[config.mk]
export PLATFORM = sky130hd
export DESIGN_NAME = fir_sm_framer_flat
export DESIGN_NICKNAME = d
export VERILOG_FILES = /design/src/rtl/fir_pkg.sv /design/src/rtl/fir_sm_framer_if.sv /design/src/rtl/fir_sync_fifo.sv /design/src/rtl/fir_sm_framer.sv /design/src/flat_wrapper.sv
export SDC_FILE = /design/constraint.sdc
export NUM_CORES = 1
export LEC_CHECK = 0
export ABC_AREA = 1
export BUFFER_PORTS_ARGS = -buffer_cell sky130_fd_sc_hd__buf_2
export CORE_ASPECT_RATIO = 1.4
export CORE_MARGIN = 8
export CORE_UTILIZATION = 45
export DETAILED_ROUTE_END_ITERATION = 10
export SLEW_MARGIN = 10
export SYNTH_ARGS = -nofsm -noshare
export SYNTH_HDL_FRONTEND = slang
export SYNTH_SLANG_ARGS = --single-unit
export TNS_END_PERCENT = 20
[constraint.sdc]
create_clock -name axis_clk -period 3.4 [get_ports axis_clk]
set_clock_uncertainty 0.05 [all_clocks]
set_input_delay 0 -clock axis_clk [delete_from_list [all_inputs] [get_ports axis_clk]]
set_output_delay 0 -clock axis_clk [all_outputs]
set_load 0.005 [all_outputs]
[src/rtl/fir_pkg.sv]
// Shared types and helpers for the FIR output framer.
// Holds the default sample width, input FSM states and clog2.
package fir_pkg;

  localparam int DATA_W = 32;

  typedef enum logic {
    IDLE   = 1'b0,
    ACTIVE = 1'b1
  } in_state_e;

  function automatic int clog2(input int n);
    int r;
    r = 0;
    while ((1 << r) < n) r++;
    return r;
  endfunction

endpackage

[src/rtl/fir_sm_framer_if.sv]
// AXI-Stream beat bundle shared by the framer's input and output.
// master drives the beat, slave drives back-pressure.
interface fir_sm_framer_if
  import fir_pkg::*;
#(
  parameter int DW = DATA_W
) ();

  logic          tvalid;
  logic [DW-1:0] tdata;
  logic          tlast;
  logic          tready;

  modport master (
    output tvalid, tdata, tlast,
    input  tready
  );

  modport slave (
    input  tvalid, tdata, tlast,
    output tready
  );

endinterface

[src/rtl/fir_sync_fifo.sv]
// Flop-based synchronous FIFO with occupancy level.
// Head entry is read straight from storage, so output is register-fed.
module fir_sync_fifo
  import fir_pkg::*;
#(
  parameter  int W     = 33,
  parameter  int DEPTH = 8,
  localparam int AW    = clog2(DEPTH),
  localparam int LW    = AW + 1
) (
  input  logic          clk_i,
  input  logic          rst_ni,
  input  logic          push_i,
  input  logic [W-1:0]  wdata_i,
  input  logic          pop_i,
  output logic [W-1:0]  rdata_o,
  output logic          full_o,
  output logic          empty_o,
  output logic [LW-1:0] level_o
);

  logic [W-1:0]  mem_q [DEPTH];
  logic [AW-1:0] wptr_q, wptr_d;
  logic [AW-1:0] rptr_q, rptr_d;
  logic [LW-1:0] level_q, level_d;
  logic          do_push, do_pop;

  assign full_o  = (level_q == LW'(DEPTH));
  assign empty_o = (level_q == '0);
  assign do_push = push_i & ~full_o;
  assign do_pop  = pop_i & ~empty_o;
  assign rdata_o = mem_q[rptr_q];
  assign level_o = level_q;

  always_comb begin
    wptr_d  = wptr_q;
    rptr_d  = rptr_q;
    if (do_push) wptr_d = wptr_q + AW'(1);
    if (do_pop)  rptr_d = rptr_q + AW'(1);
    level_d = level_q + LW'(do_push) - LW'(do_pop);
  end

  always_ff @(posedge clk_i or negedge rst_ni) begin
    if (!rst_ni) begin
      wptr_q  <= '0;
      rptr_q  <= '0;
      level_q <= '0;
      for (int i = 0; i < DEPTH; i++) mem_q[i] <= '0;
    end else begin
      wptr_q  <= wptr_d;
      rptr_q  <= rptr_d;
      level_q <= level_d;
      if (do_push) mem_q[wptr_q] <= wdata_i;
    end
  end

endmodule

[src/rtl/fir_sm_framer.sv]
// Buffers FIR output, regenerates tlast from a frame length,
// flags upstream tlast disagreement and counts output frames.
module fir_sm_framer
  import fir_pkg::*;
#(
  parameter  int pDATA_WIDTH = DATA_W,
  parameter  int pDEPTH      = 8,
  parameter  int pLEN_WIDTH  = 16,
  localparam int LVW         = clog2(pDEPTH) + 1
) (
  input  logic                  axis_clk,
  input  logic                  axis_rst_n,
  input  logic [pLEN_WIDTH-1:0] data_length,
  input  logic                  clear_err,
  fir_sm_framer_if.slave        ss,
  fir_sm_framer_if.master       sm,
  output logic [LVW-1:0]        level,
  output logic                  err_tlast,
  output logic                  frame_done,
  output logic [pLEN_WIDTH-1:0] frame_cnt
);

  localparam int L = pLEN_WIDTH;
  localparam int W = pDATA_WIDTH + 1;

  in_state_e    state_q, state_d;
  logic [L-1:0] len_q, len_d;
  logic [L-1:0] idx_q, idx_d;
  logic [L-1:0] len_eff;
  logic [L-1:0] cnt_q;
  logic         rdy_q, err_q, err_d, done_q;
  logic         full, empty, accept, pop, tag;
  logic [W-1:0] rdata;

  // ready held low until the first edge after reset release
  assign ss.tready = rdy_q & ~full;
  assign accept    = ss.tvalid & ss.tready;
  assign sm.tvalid = ~empty;
  assign pop       = sm.tvalid & sm.tready;
  assign sm.tlast  = rdata[W-1];
  assign sm.tdata  = rdata[W-2:0];

  // a new frame samples data_length; mid-frame uses the latched copy
  assign len_eff = (state_q == IDLE) ? data_length : len_q;
  assign tag     = (len_eff != '0) ? (idx_q == len_eff - L'(1))
                                   : ss.tlast;

  always_comb begin
    state_d = state_q;
    len_d   = len_q;
    idx_d   = idx_q;
    err_d   = err_q;
    if (accept) begin
      if (state_q == IDLE) len_d = data_length;
      if (tag) begin
        state_d = IDLE;
        idx_d   = '0;
      end else begin
        state_d = ACTIVE;
        idx_d   = idx_q + L'(1);
      end
    end
    if (clear_err) err_d = 1'b0;
    if (accept && (len_eff != '0) && (ss.tlast != tag))
      err_d = 1'b1;
  end

  always_ff @(posedge axis_clk or negedge axis_rst_n) begin
    if (!axis_rst_n) begin
      state_q <= IDLE;
      len_q   <= '0;
      idx_q   <= '0;
      rdy_q   <= 1'b0;
      err_q   <= 1'b0;
      done_q  <= 1'b0;
      cnt_q   <= '0;
    end else begin
      state_q <= state_d;
      len_q   <= len_d;
      idx_q   <= idx_d;
      rdy_q   <= 1'b1;
      err_q   <= err_d;
      done_q  <= pop & sm.tlast;
      if (pop & sm.tlast) cnt_q <= cnt_q + L'(1);
    end
  end

  fir_sync_fifo #(
    .W     (W),
    .DEPTH (pDEPTH)
  ) u_fifo (
    .clk_i   (axis_clk),
    .rst_ni  (axis_rst_n),
    .push_i  (accept),
    .wdata_i ({tag, ss.tdata}),
    .pop_i   (pop),
    .rdata_o (rdata),
    .full_o  (full),
    .empty_o (empty),
    .level_o (level)
  );

  assign err_tlast  = err_q;
  assign frame_done = done_q;
  assign frame_cnt  = cnt_q;

endmodule

[src/flat_wrapper.sv]
// flat-port wrapper written by rule: the top's interface ports become plain ports
module fir_sm_framer_flat import fir_pkg::*;
#(
  parameter  int pDATA_WIDTH = DATA_W,
  parameter  int pDEPTH      = 8,
  parameter  int pLEN_WIDTH  = 16,
  localparam int LVW         = clog2(pDEPTH) + 1
)
  (axis_clk, axis_rst_n, data_length, clear_err, level, err_tlast, frame_done, frame_cnt, ss_tvalid, ss_tdata, ss_tlast, ss_tready, sm_tvalid, sm_tdata, sm_tlast, sm_tready);
  fir_sm_framer_if #(.DW(32)) ss_i ();
  fir_sm_framer_if #(.DW(32)) sm_i ();
  input  logic axis_clk;
  input  logic axis_rst_n;
  input  logic [pLEN_WIDTH-1:0] data_length;
  input  logic clear_err;
  output logic [LVW-1:0] level;
  output logic err_tlast;
  output logic frame_done;
  output logic [pLEN_WIDTH-1:0] frame_cnt;
  input wire logic [$bits(ss_i.tvalid)-1:0] ss_tvalid;
  input wire logic [$bits(ss_i.tdata)-1:0] ss_tdata;
  input wire logic [$bits(ss_i.tlast)-1:0] ss_tlast;
  output wire logic [$bits(ss_i.tready)-1:0] ss_tready;
  output wire logic [$bits(sm_i.tvalid)-1:0] sm_tvalid;
  output wire logic [$bits(sm_i.tdata)-1:0] sm_tdata;
  output wire logic [$bits(sm_i.tlast)-1:0] sm_tlast;
  input wire logic [$bits(sm_i.tready)-1:0] sm_tready;
  assign ss_i.tvalid = ss_tvalid;
  assign ss_i.tdata = ss_tdata;
  assign ss_i.tlast = ss_tlast;
  assign ss_tready = ss_i.tready;
  assign sm_tvalid = sm_i.tvalid;
  assign sm_tdata = sm_i.tdata;
  assign sm_tlast = sm_i.tlast;
  assign sm_i.tready = sm_tready;
  fir_sm_framer #(.pDATA_WIDTH(pDATA_WIDTH), .pDEPTH(pDEPTH), .pLEN_WIDTH(pLEN_WIDTH)) u_core (.axis_clk(axis_clk), .axis_rst_n(axis_rst_n), .data_length(data_length), .clear_err(clear_err), .ss(ss_i), .sm(sm_i), .level(level), .err_tlast(err_tlast), .frame_done(frame_done), .frame_cnt(frame_cnt));
endmodule
==> impl_results.md <==
- Status: completed
- Area leader, netlist: dfrtp_1
- Setup TNS: 0 ps
- Slew at the pin closest to its max-slew limit: 1180 ps
- Crit share post-route: 0.922
- Clk Latency, worst-skew pair: 510 ps
- Port Buffers: 110
- Reg area: 0.00816 mm2
- DR vias/cell: 5.22
- Wirelength per Cell: 16.2 um
- Pre-Repair DR Iteration Count: 7
- Initial antenna violation count: 0
- RR Endpoint: u_core.err_tlast
- RSZ-0062 raised after global routing: no
- Synth warn: 0
- Post-synth top area share: 0.517
- Mux contribution to synthesized area: 0
- CP arrival: 3540 ps
- Clock Tree Root: clkbuf_16
- Main area contributors after synthesis: dfrtp_1 (52%), o21ai_0 (13%), nand2_1 (11%), nor2_1 (6.6%), inv_1 (2.6%)
- Final-report setup violation count: 0
- Die height: 238 um
- Number of synthesized flops with an enable pin: 0
- Power share of the combinational group: 0.399
- Nets: 2131
- DR iter-0 viols: 982
- Top_reg_cell synth: dfrtp_1
- Via count: 13.3k
- Commonest non-fill, non-tap cell in the layout: nand2_1
- Rel. slew slack: 0.213
- Crit Path Class: reg2reg
- Final ANT Viol Nets: 0
- Clock network power share: 0.218
- Multi-input gate area: 0.00668 mm2
- Flop2flop setup slack: 260 ps
- Total GRT Usage: 0.199
- Switching Fraction: 0.396
- Slack of the critical path: 264 ps
- Sequential power share: 0.383
- Int Pwr: 10.2 mW
- CTS Buffer Depth: 3
- Sequential area share after synthesis: 0.517
- Number of setup buffers added after CTS: 0
- Largest net degree at the start of global routing: 98
- Max VDD drop: 0.495 mV
- Synth Cell Area: 0.0158 mm2
- Worst EP required: 3800 ps
- Critical-path maximum fanout: 11
- FMAX: 319 MHz
- # IOs: 111
- Post-layout min period: 3140 ps
- H-tree depth: 2
- Die area: 0.0414 mm2
- Vias in the first global route: 13.2k
- P_leak: 8.82 nW
- Detailed-route DRC error count: 0
- Hold WC Path Type: in2reg
- FP Rows: 81
- Synth cell types: 43
- Worst setup path start: u_core.state_q
- Synth Area in Compound Gates: 0.170
- Synth async-reset ratio: 1.00
- Power per Cell Area: 921 mW/mm2
- Fillcell total: 3381
- R2R Path Start: u_core.state_q
- Largest family of logic cells by synthesized area: simple AND/OR/NAND/NOR gates
- Congestion Overflow GR: 0
- Simple-gate portion of the synthesized area: 0.221
- FF+latch count, synth: 326
- Switching power of the nets: 6.67 mW
- Routability congestion estimate: 0.871
- Total nets after synthesis: 2024
- Initial core utilization: 0.454
- CTS Buf Count: 35
- Core box area: 0.0348 mm2
- Crit. End Element: flip-flop
- Post-Route WL: 41.1 mm
- First-pass GRT wire length: 68.6 mm
- R2R cell count: 18
- Slew Limit Fails: 0
- Synthesized area per cell: 8.06 um2
- Power Total: 16.8 mW
- Max cap viols: 0
- Worst hold slack: 28.5 ps
- Final hold vios: 0
- Xor/xnor share of the synthesized area: 0.0216
- Area share of fa/ha/maj cells after synthesis: 0.00999
- Pre-CTS setup slack: 742 ps
- Horiz. Die Dim: 174 um
- Post-Syn Instances: 1958
- Inserted Diodes: 0
- Layout cells sized above 1: 0.124
- Most frequent cells in the layout: nand2_1 (454), o21ai_0 (409), dfrtp_1 (323)
- Area Growth Syn to Fin: 15.8%
- Clock slew at reported path FFs: 60 ps
- CTS tree: built
- Worst hold stages: 5
- DP HPWL: 24.4 mm
- Clock sink count: 326
- Startpoint types: flip-flop
- Worst Setup EP: u_core.err_tlast
- Final Core Density: 0.526
[synth_stat cells (2+ instances only)]
master / instances
nor2_2: 5
nand3_1: 44
nand2_4: 8
nand2_1: 454
xor2_1: 25
a21oi_1: 8
and3_1: 2
a31oi_1: 37
nand2_2: 11
ha_1: 11
or2_2: 2
buf_6: 3
o21ai_1: 3
a21oi_2: 12
nor2_4: 7
nand3_2: 6
dfrtp_1: 326
buf_1: 7
nor2_1: 279
xnor2_1: 14
o211ai_1: 2
buf_4: 3
o22ai_1: 32
o21ai_0: 409
nand4_1: 8
inv_1: 110
nor3_1: 5
clkbuf_1: 92
buf_2: 5
nand3_4: 2
inv_2: 14
[per-stage QoR]
stage	instance area, um2	cells
CTS	18300	2544
global placement	16600	2430
finish	18300	2545
global route	18300	2545
floorplan	15800	1958
detailed placement	16600	2430
[cell families after synthesis]
family | after synthesis
simple gates | 838
compound gates | 506
flops | 326
buf+inv | 236
xor+xnor | 39
fa+ha+maj | 12
other cells | 1
[sequential cells by signal, summed over array words and instances, names as in the netlist]
signal                 count
u_core.u_fifo.mem_q      264
u_core.frame_done          1
u_core.u_fifo.wptr_q       3
u_core.len_q              16
u_core.frame_cnt          16
u_core.rdy_q               1
u_core.u_fifo.rptr_q       3
u_core.err_tlast           1
u_core.state_q             1
u_core.idx_q              16
u_core.u_fifo.level_o      4
[worst min path at each step]
| stage | from | slack [ps] | endpoint |
|---|---|---|---|
| final | data_length[6] | 30 | u_core.len_q[6] |
| after CTS | data_length[6] | 6 | u_core.len_q[6] |
| after detailed placement | axis_rst_n | 60 | u_core.len_q[3] |
| after global placement | axis_rst_n | 50 | u_core.len_q[3] |
| after global routing | data_length[6] | 60 | u_core.len_q[6] |
| after floorplan | axis_rst_n | -350 | u_core.err_tlast |
[critical path: stages (launching register included)]
cell	delay, ps
dfrtp_2	470
clkinv_4	170
nand2_2	130
nand2_4	70
ha_1	250
xnor2_1	210
nand2_1	70
nand2_1	70
nand2_1	60
nor2_1	140
nand2_1	90
nor2_2	100
nand3_2	100
nor2_4	130
nand3_4	160
nand2_2	90
nand3_1	100
nand2_1	70
dlygate4sd3_1	540
[per-layer routing]
metal | vias to the layer above | wire length [um] | share of wire | GRT usage
met4 | 0 | 915 | 0.022 | 0.0553
met5 | - | 0 | 0 | 0
met3 | 60 | 1530 | 0.037 | 0.0299
li1 | 6575 | - | - | -
met2 | 238 | 20700 | 0.50 | 0.355
met1 | 6410 | 18000 | 0.44 | 0.245
[power by group through the flow]
stage	logic, mW	registers, mW	clock network (mW)
2_1_floorplan	4.79	6.23	0
3_3_place_gp	6.62	6.43	0
3_5_place_dp	6.74	6.49	0
4_1_cts	6.81	6.44	3.77
5_1_grt	7.72	6.65	3.93
6_report	6.72	6.46	3.66
[layout make-up]
| type | count | area share |
|---|---|---|
| sequential | 326 | 0.447 |
| timing repair inverter | 1 | 0.000274 |
| clock buffer | 53 | 0.0572 |
| tap | 456 | 0.0312 |
| multi-input combinational | 1396 | 0.365 |
| inverter | 125 | 0.0260 |
| timing repair buffer | 180 | 0.0701 |
| clock inverter | 8 | 0.00301 |
[what timing repair did]
action,in CTS,in global routing
gates resized for setup,0,3
hold endpoints to repair,374,0
setup endpoints to repair,0,1
hold buffers,53,0
No activity file was read; power rests on OpenSTA's default activity.
